$ cat src/rtl/baser_test_sequencer.sv
// baser_test_sequencer
//
// Runs a fixed BASE-R regression by driving the PCS generator stimulus through
// 14 phases (7 data-selector patterns, then 7 MII words). In each phase it
// watches the BASE-R 257b checker's invalid-block counter and keeps the first
// failing phase plus an overall pass/fail verdict.
//
// Optional feature: define BASER_SEQ_TIMEOUT_EN to add a watchdog. The watchdog
// ends the run if i_block_count stops moving for TIMEOUT_CYCLES cycles in RUN.
// Without the macro, o_timeout stays 0.
//
// Ports:
//   clk, i_rst_n        clock, asynchronous active-low reset
//   i_start, i_abort    one-cycle start request, synchronous abort
//   i_block_count       checker total block count (used only by the watchdog)
//   i_inv_block_count   checker invalid block count
//   o_data_sel, o_enable, o_valid, o_txd, o_txc   generator stimulus
//   o_chk_rst           active-high checker reset, high during CLEAR
//   o_busy, o_phase     run in progress, current phase 0..13
//   o_done, o_pass      end-of-run pulse, held verdict
//   o_fail_phase        first failing phase, 4'hF if none
//   o_timeout           watchdog fired, sticky until the next start
module baser_test_sequencer #(
  parameter int DATA_WIDTH        = 64,
  parameter int CONTROL_WIDTH     = 8,
  parameter int TRANSCODER_BLOCKS = 4,
  parameter int DWELL_CYCLES      = 30,
  parameter int SETTLE_CYCLES     = 4,
  parameter int TIMEOUT_CYCLES    = 64
) (
  input  logic                         clk,
  input  logic                         i_rst_n,
  input  logic                         i_start,
  input  logic                         i_abort,
  input  logic [31:0]                  i_block_count,
  input  logic [31:0]                  i_inv_block_count,
  output logic [TRANSCODER_BLOCKS-1:0] o_data_sel,
  output logic                         o_enable,
  output logic [1:0]                   o_valid,
  output logic [DATA_WIDTH-1:0]        o_txd,
  output logic [CONTROL_WIDTH-1:0]     o_txc,
  output logic                         o_chk_rst,
  output logic                         o_busy,
  output logic [3:0]                   o_phase,
  output logic                         o_done,
  output logic                         o_pass,
  output logic [3:0]                   o_fail_phase,
  output logic                         o_timeout
);

  typedef enum logic [1:0] {IDLE, CLEAR, RUN, DONE} state_t;

  localparam int              CYC_W      = $clog2(DWELL_CYCLES);
  localparam logic [CYC_W-1:0] CYC_LAST   = CYC_W'(DWELL_CYCLES - 1);
  localparam logic [CYC_W-1:0] CYC_SETTLE = CYC_W'(SETTLE_CYCLES);
  localparam logic [3:0]      LAST_PHASE = 4'd13;
  localparam logic [3:0]      NO_FAIL    = 4'hF;

  state_t                         state, next_state;
  logic                           start_q;
  logic                           clr_cnt;
  logic [CYC_W-1:0]               cyc_cnt, cyc_next;
  logic [3:0]                     phase_next, fail_next;
  logic                           timeout_next;
  logic [31:0]                    inv_snap, inv_delta;
  logic                           phase_end, phase_bad, timeout_hit, run_end;
  logic [TRANSCODER_BLOCKS-1:0]   sel_d;
  logic                           en_d;
  logic [1:0]                     valid_d;
  logic [DATA_WIDTH-1:0]          txd_d;
  logic [CONTROL_WIDTH-1:0]       txc_d;

  assign phase_end = (state == RUN) && (cyc_cnt == CYC_LAST);
  // Modulo-2^32 subtraction keeps the check correct when the counter wraps.
  assign inv_delta = i_inv_block_count - inv_snap;
  assign phase_bad = phase_end && (inv_delta != 32'd0);
  assign run_end   = (state == RUN) && (next_state == DONE);

`ifdef BASER_SEQ_TIMEOUT_EN
  localparam int WD_W = $clog2(TIMEOUT_CYCLES + 1);
  logic [WD_W-1:0] wd_cnt;
  logic [31:0]     blk_prev;
  logic            blk_changed;

  assign blk_changed = (i_block_count != blk_prev);
  assign timeout_hit = (state == RUN) && !blk_changed &&
                       (wd_cnt == WD_W'(TIMEOUT_CYCLES - 1));

  // The watchdog restarts at each phase entry and whenever the block count moves.
  always_ff @(posedge clk or negedge i_rst_n) begin
    if (!i_rst_n) begin
      wd_cnt   <= '0;
      blk_prev <= '0;
    end else begin
      blk_prev <= i_block_count;
      if ((state != RUN) || phase_end || blk_changed) wd_cnt <= '0;
      else                                            wd_cnt <= wd_cnt + WD_W'(1);
    end
  end
`else
  logic unused_cfg;
  assign unused_cfg  = ^{i_block_count, 32'(TIMEOUT_CYCLES)};
  assign timeout_hit = 1'b0;
`endif

  always_ff @(posedge clk or negedge i_rst_n) begin
    if (!i_rst_n) state <= IDLE;
    else          state <= next_state;
  end

  always_comb begin
    next_state = state;
    case (state)
      IDLE, DONE: if (start_q) next_state = CLEAR;
      CLEAR: begin
        if (i_abort)      next_state = IDLE;
        else if (clr_cnt) next_state = RUN;
      end
      RUN: begin
        if (i_abort) next_state = IDLE;
        else if (timeout_hit || (phase_end && (o_phase == LAST_PHASE)))
          next_state = DONE;
      end
      default: next_state = IDLE;
    endcase
  end

  // Output process: the status outputs come straight from the state. The
  // next-cycle phase, counter, verdict and stimulus values are computed here
  // and registered below, so stimulus and o_phase change on the same edge.
  always_comb begin
    o_busy       = (state == CLEAR) || (state == RUN);
    o_chk_rst    = (state == CLEAR);
    cyc_next     = '0;
    phase_next   = o_phase;
    fail_next    = o_fail_phase;
    timeout_next = o_timeout;
    sel_d        = '0;
    en_d         = 1'b0;
    valid_d      = 2'b00;
    txd_d        = '0;
    txc_d        = '0;

    if (next_state == RUN) begin
      if (state != RUN)   phase_next = 4'd0;
      else if (phase_end) phase_next = o_phase + 4'd1;
      else                cyc_next   = cyc_cnt + CYC_W'(1);
    end else if (next_state != DONE) begin
      phase_next = 4'd0;
    end

    if ((next_state == CLEAR) && (state != CLEAR)) begin
      fail_next    = NO_FAIL;
      timeout_next = 1'b0;
    end else if ((state == RUN) && !i_abort) begin
      if ((o_fail_phase == NO_FAIL) && (phase_bad || timeout_hit)) fail_next = o_phase;
      if (timeout_hit) timeout_next = 1'b1;
    end

    if (next_state == RUN) begin
      valid_d = 2'b11;
      sel_d   = TRANSCODER_BLOCKS'(4'b1111);
      case (phase_next)
        4'd0:  begin en_d = 1'b1; sel_d = TRANSCODER_BLOCKS'(4'b0000); end
        4'd1:  begin en_d = 1'b1; sel_d = TRANSCODER_BLOCKS'(4'b0001); end
        4'd2:  begin en_d = 1'b1; sel_d = TRANSCODER_BLOCKS'(4'b0010); end
        4'd3:  begin en_d = 1'b1; sel_d = TRANSCODER_BLOCKS'(4'b0011); end
        4'd4:  begin en_d = 1'b1; sel_d = TRANSCODER_BLOCKS'(4'b0100); end
        4'd5:  begin en_d = 1'b1; sel_d = TRANSCODER_BLOCKS'(4'b1000); end
        4'd6:  begin en_d = 1'b1; sel_d = TRANSCODER_BLOCKS'(4'b1111); end
        4'd7:  begin txc_d = CONTROL_WIDTH'(8'h00); txd_d = DATA_WIDTH'(64'hFFFFFFFFFFFFFFFF); end
        4'd8:  begin txc_d = CONTROL_WIDTH'(8'h00); txd_d = DATA_WIDTH'(64'hAAAAAAAAAAAAAAAA); end
        4'd9:  begin txc_d = CONTROL_WIDTH'(8'hFF); txd_d = DATA_WIDTH'(64'h07070707070707FD); end
        4'd10: begin txc_d = CONTROL_WIDTH'(8'h01); txd_d = DATA_WIDTH'(64'hAAAAAAAAAAAAAAFB); end
        4'd11: begin txc_d = CONTROL_WIDTH'(8'h00); txd_d = DATA_WIDTH'(64'hAAAAAAAAAAAAAAAA); end
        4'd12: begin txc_d = CONTROL_WIDTH'(8'hFC); txd_d = DATA_WIDTH'(64'h0707070707FDAAAA); end
        4'd13: begin txc_d = CONTROL_WIDTH'(8'hFF); txd_d = DATA_WIDTH'(64'h0707070707070707); end
        default: begin txc_d = '0; txd_d = '0; end
      endcase
    end
  end

  // Start is registered first, so CLEAR begins one edge after the request is
  // sampled. A request is only accepted in IDLE or DONE.
  always_ff @(posedge clk or negedge i_rst_n) begin
    if (!i_rst_n) begin
      start_q      <= 1'b0;
      clr_cnt      <= 1'b0;
      cyc_cnt      <= '0;
      o_phase      <= 4'd0;
      inv_snap     <= '0;
      o_fail_phase <= NO_FAIL;
      o_timeout    <= 1'b0;
      o_done       <= 1'b0;
      o_pass       <= 1'b0;
      o_data_sel   <= '0;
      o_enable     <= 1'b0;
      o_valid      <= 2'b00;
      o_txd        <= '0;
      o_txc        <= '0;
    end else begin
      start_q      <= i_start && !start_q && ((state == IDLE) || (state == DONE));
      clr_cnt      <= (state == CLEAR) ? ~clr_cnt : 1'b0;
      cyc_cnt      <= cyc_next;
      o_phase      <= phase_next;
      o_fail_phase <= fail_next;
      o_timeout    <= timeout_next;
      o_done       <= run_end;
      if ((state == RUN) && (cyc_cnt == CYC_SETTLE)) inv_snap <= i_inv_block_count;
      if (run_end)                        o_pass <= (fail_next == NO_FAIL) && !timeout_next;
      else if (next_state != DONE)        o_pass <= 1'b0;
      o_data_sel   <= sel_d;
      o_enable     <= en_d;
      o_valid      <= valid_d;
      o_txd        <= txd_d;
      o_txc        <= txc_d;
    end
  end

endmodule

$ cat config.mk
export PLATFORM = sky130hd
export DESIGN_NAME = baser_test_sequencer
export DESIGN_NICKNAME = d
export VERILOG_FILES = /design/src/rtl/baser_test_sequencer.sv
export SDC_FILE = /design/constraint.sdc
export NUM_CORES = 1
export LEC_CHECK = 0
export CAP_MARGIN = 20
export CORE_MARGIN = 3
export CORE_UTILIZATION = 40
export DETAILED_ROUTE_END_ITERATION = 8
export GPL_ROUTABILITY_DRIVEN = 0
export GPL_TIMING_DRIVEN = 0
export HOLD_SLACK_MARGIN = 0.03
export PLACE_DENSITY = 0.67
export RECOVER_POWER = 50
export SLEW_MARGIN = 5
export SYNTH_ARGS = -nofsm -noshare
export SYNTH_HDL_FRONTEND = slang
export SYNTH_SLANG_ARGS = --single-unit
$ cat constraint.sdc
create_clock -name clk -period 3.8 [get_ports clk]
set_clock_uncertainty 0.15 [all_clocks]
set_input_delay 0.57 -clock clk [delete_from_list [all_inputs] [get_ports clk]]
set_output_delay 0.57 -clock clk [all_outputs]
set_load 0.05 [all_outputs]
==> impl_metrics.env <==
export IMPL_mappedNetlistNets=815
export IMPL_synth_edf_count=0
export IMPL_start_util=0.411
export IMPL_grt_usage=0.191
export IMPL_clk_pin_slew_worst_paths_ns=0.06
export IMPL_tightest_slew_ns=1.30
export IMPL_synth_top_cell_area_share=0.288
export IMPL_critPathSlowestCell="clkdlybuf4s50_1"
export IMPL_ys_seq_elements=73
export IMPL_status="finished clean"
export IMPL_yosysTopAreaCell="dfrtp_1"
export IMPL_dr_pass1_iters=5
export IMPL_wl_per_cell_um=15.4
export IMPL_fin_nets=954
export IMPL_numCtsBuffers=9
export IMPL_finalMaxSlewViolations=0
export IMPL_crit_path_end_kind="flip-flop"
export IMPL_drive_above_1_share=0.183
export IMPL_synth_area_leaders="dfrtp_1 (29%), ha_1 (7.9%), buf_4 (7.5%), mux2_2 (6.6%), a21oi_1 (4.7%)"
export IMPL_mostFrequentLayoutCells="clkdlybuf4s50_1 (88), dfrtp_1 (69), buf_4 (60)"
export IMPL_cp_start_kind="input pin"
export IMPL_setup_ws_ns=0.231
export IMPL_dp_cells=1021
export IMPL_grt_overflow=0
export IMPL_grt_pass1_vias=5017
export IMPL_drc=0
export IMPL_final_util=0.537
export IMPL_fmax_mhz=280
export IMPL_power_density_nw_per_um2=338
export IMPL_antenna_cells=0
export IMPL_critPathRequiredTime_ns=3.92
export IMPL_setup_viol=0
export IMPL_syn_area_sq_um=6000
export IMPL_ant_nets=0
export IMPL_clockBufferDepth=2
export IMPL_syn_avg_cell_area_sq_um=8.46
export IMPL_yosys_warnings=0
export IMPL_critPathKind="in -> reg"
export IMPL_cp_slowest_stage_delay_ns=0.42
export IMPL_synth_seq_area_share=0.305
export IMPL_ios=160
export IMPL_cts_root_buf="clkbuf_16"
export IMPL_coreArea_sq_um=14600
export IMPL_insertion_delay_ns=0.35
export IMPL_clock_sinks=73
export IMPL_syn_to_final_growth_pct=30.6
export IMPL_drt_vias_per_instance=5.41
export IMPL_grt_max_degree=55
export IMPL_dpl_hpwl_um=12300
export IMPL_synth_flop_cell="dfrtp_1"
export IMPL_vias=5606
export IMPL_period_share=0.939
export IMPL_fin_area_sq_um=7830
export IMPL_cts_tree="yes"
export IMPL_die_w_um=128
export IMPL_fin_crit_ns=3.57
export IMPL_path_cells="clkdlybuf4s50_1, ha_1, a21o_1, a21oi_1, a21oi_1, nor3_2, a21oi_1, or3_1, a31oi_1, nand4_2, o21ai_1"
export IMPL_synthArstFlopShare=1.00
export IMPL_cts_max_level=3
export IMPL_layout_commonest_cell="clkdlybuf4s50_1"
export IMPL_routed_wl_um=15900
export IMPL_critPathMaxFanout=6
export IMPL_antenna_found_initial=0
export IMPL_cp_data_arrival_time_ns=3.69
export IMPL_rsz0062_at_grt="no"
export IMPL_vdd_ir_drop_max_uv=355
export IMPL_drt_initial_drc_count=405
export IMPL_post_dp_cell_area_sq_um=7520
export IMPL_port_buffers=127
export IMPL_max_slew_margin=0.134
export IMPL_design_die_area_sq_um=16500
export IMPL_maxCapViolCount=0
export IMPL_yosysUniqueCellTypes=77
export IMPL_cp_common_cell="a21oi_1"
export IMPL_hold_path_class="reg -> reg"
export IMPL_finalHoldViolCount=0
export IMPL_leakage_nw=3.54
export IMPL_place_ws_ns=-0.235
export IMPL_grt_pass1_wl_um=25500
export IMPL_rows=44
export IMPL_syn_inst=709
export IMPL_dieHeight_um=128
export IMPL_final_cell_count_no_fill=1036
==> cells by family after synthesis <==
| group | synth area share |
|---|---|
| buffers and inverters | 0.129 |
| AO/OA/AOI/OAI | 0.206 |
| XOR/XNOR | 0.0161 |
| adder cells (fa/ha/maj) | 0.0793 |
| multiplexers | 0.0724 |
| flip-flops | 0.305 |
| AND/OR/NAND/NOR | 0.192 |
==> Yosys cell counts (5+ instances only) <==
cell type and number:
a21oi_1 56, nand4_1 15, nand3_1 23, buf_2 11
o21a_1 8, o21ai_1 11, o211ai_1 8, o21ai_0 27
nor2b_1 7, nor2_1 40, or3_1 7, buf_4 60
nor3_1 23, dfrtp_1 69, nand2b_1 9, xnor2_1 7
nor3b_1 5, inv_1 52, nand2_1 59, a21o_1 10
ha_1 38, nor4_1 7, a211oi_1 5, mux2_2 35
clkbuf_1 14, a31oi_1 7
==> per-layer routing <==
layer / vias to the layer above / share of wire / track usage
met4: 0 / 0.016 / 0.0674
met5: - / 0 / 0
li1: 2757 / - / -
met1: 2644 / 0.46 / 0.275
met2: 187 / 0.46 / 0.291
met3: 18 / 0.059 / 0.0270
==> what timing repair did <==
item / CTS / global route
resized for setup: 0 / 4
setup endpoints to repair: 0 / 5
hold buffers: 1 / 0
setup buffers: 0 / 0
hold endpoints to repair: 19 / 0
==> sequential cells by signal (all words and copies together), names as in the netlist, 2 cells and up <==
register,flops
o_phase,4
o_txc,3
o_data_sel,4
cyc_cnt,5
o_txd,12
state,2
o_fail_phase,4
inv_snap,32
==> where the power goes <==
group | switching [mW] | leakage [nW] | internal [mW] | total (mW)
sequential | 0.0250 | 0.925 | 0.822 | 0.847
combinational | 0.572 | 2.47 | 0.315 | 0.887
clock | 0.342 | 0.149 | 0.571 | 0.913
==> critical path: cells and delay by family <==
kind / cells / cell delay [ns]
fa+ha+maj: 1 / 0.40
compound gates: 6 / 1.32
buf+inv: 1 / 0.42
simple gates: 3 / 0.97
==> final timing paths <==
check,to,from,cells after the start,slack (ns)
max,o_fail_phase[0]$_DFF_PN1_,i_inv_block_count[7],11,0.23
min,clr_cnt$_DFF_PN0_,clr_cnt$_DFF_PN0_,1,0.30
max reg2reg,o_pass$_DFFE_PN0P_,state[0]$_DFF_PN0_,12,0.46
min reg2reg,clr_cnt$_DFF_PN0_,clr_cnt$_DFF_PN0_,1,0.30
max in group asynchronous,clr_cnt$_DFF_PN0_,i_rst_n,3,0.82
min in group asynchronous,o_txd[23]$_DFF_PN0_,i_rst_n,2,0.82
==> cell type report <==
cell class	count	area, sq um
Buffer	86	561
Clock buffer	10	229
Clock inverter	5	81.3
Fill cell	1359	6760
Inverter	56	210
Multi-Input combinational cell	493	3410
Sequential cell	73	1830
Tap cell	184	230
Timing Repair Buffer	129	1280
==> per-stage QoR <==
step           total power, mW  TNS, ns  hold slack (ns)
2_1_floorplan             1.49        0            0.124
3_3_place_gp              1.74   -42.70            0.283
3_5_place_dp              1.74    -1.11            0.290
4_1_cts                   2.67        0            0.299
5_1_grt                   2.79        0            0.318
6_report                  2.65        0            0.296
Note: power is estimated with default switching activity, not from simulation.
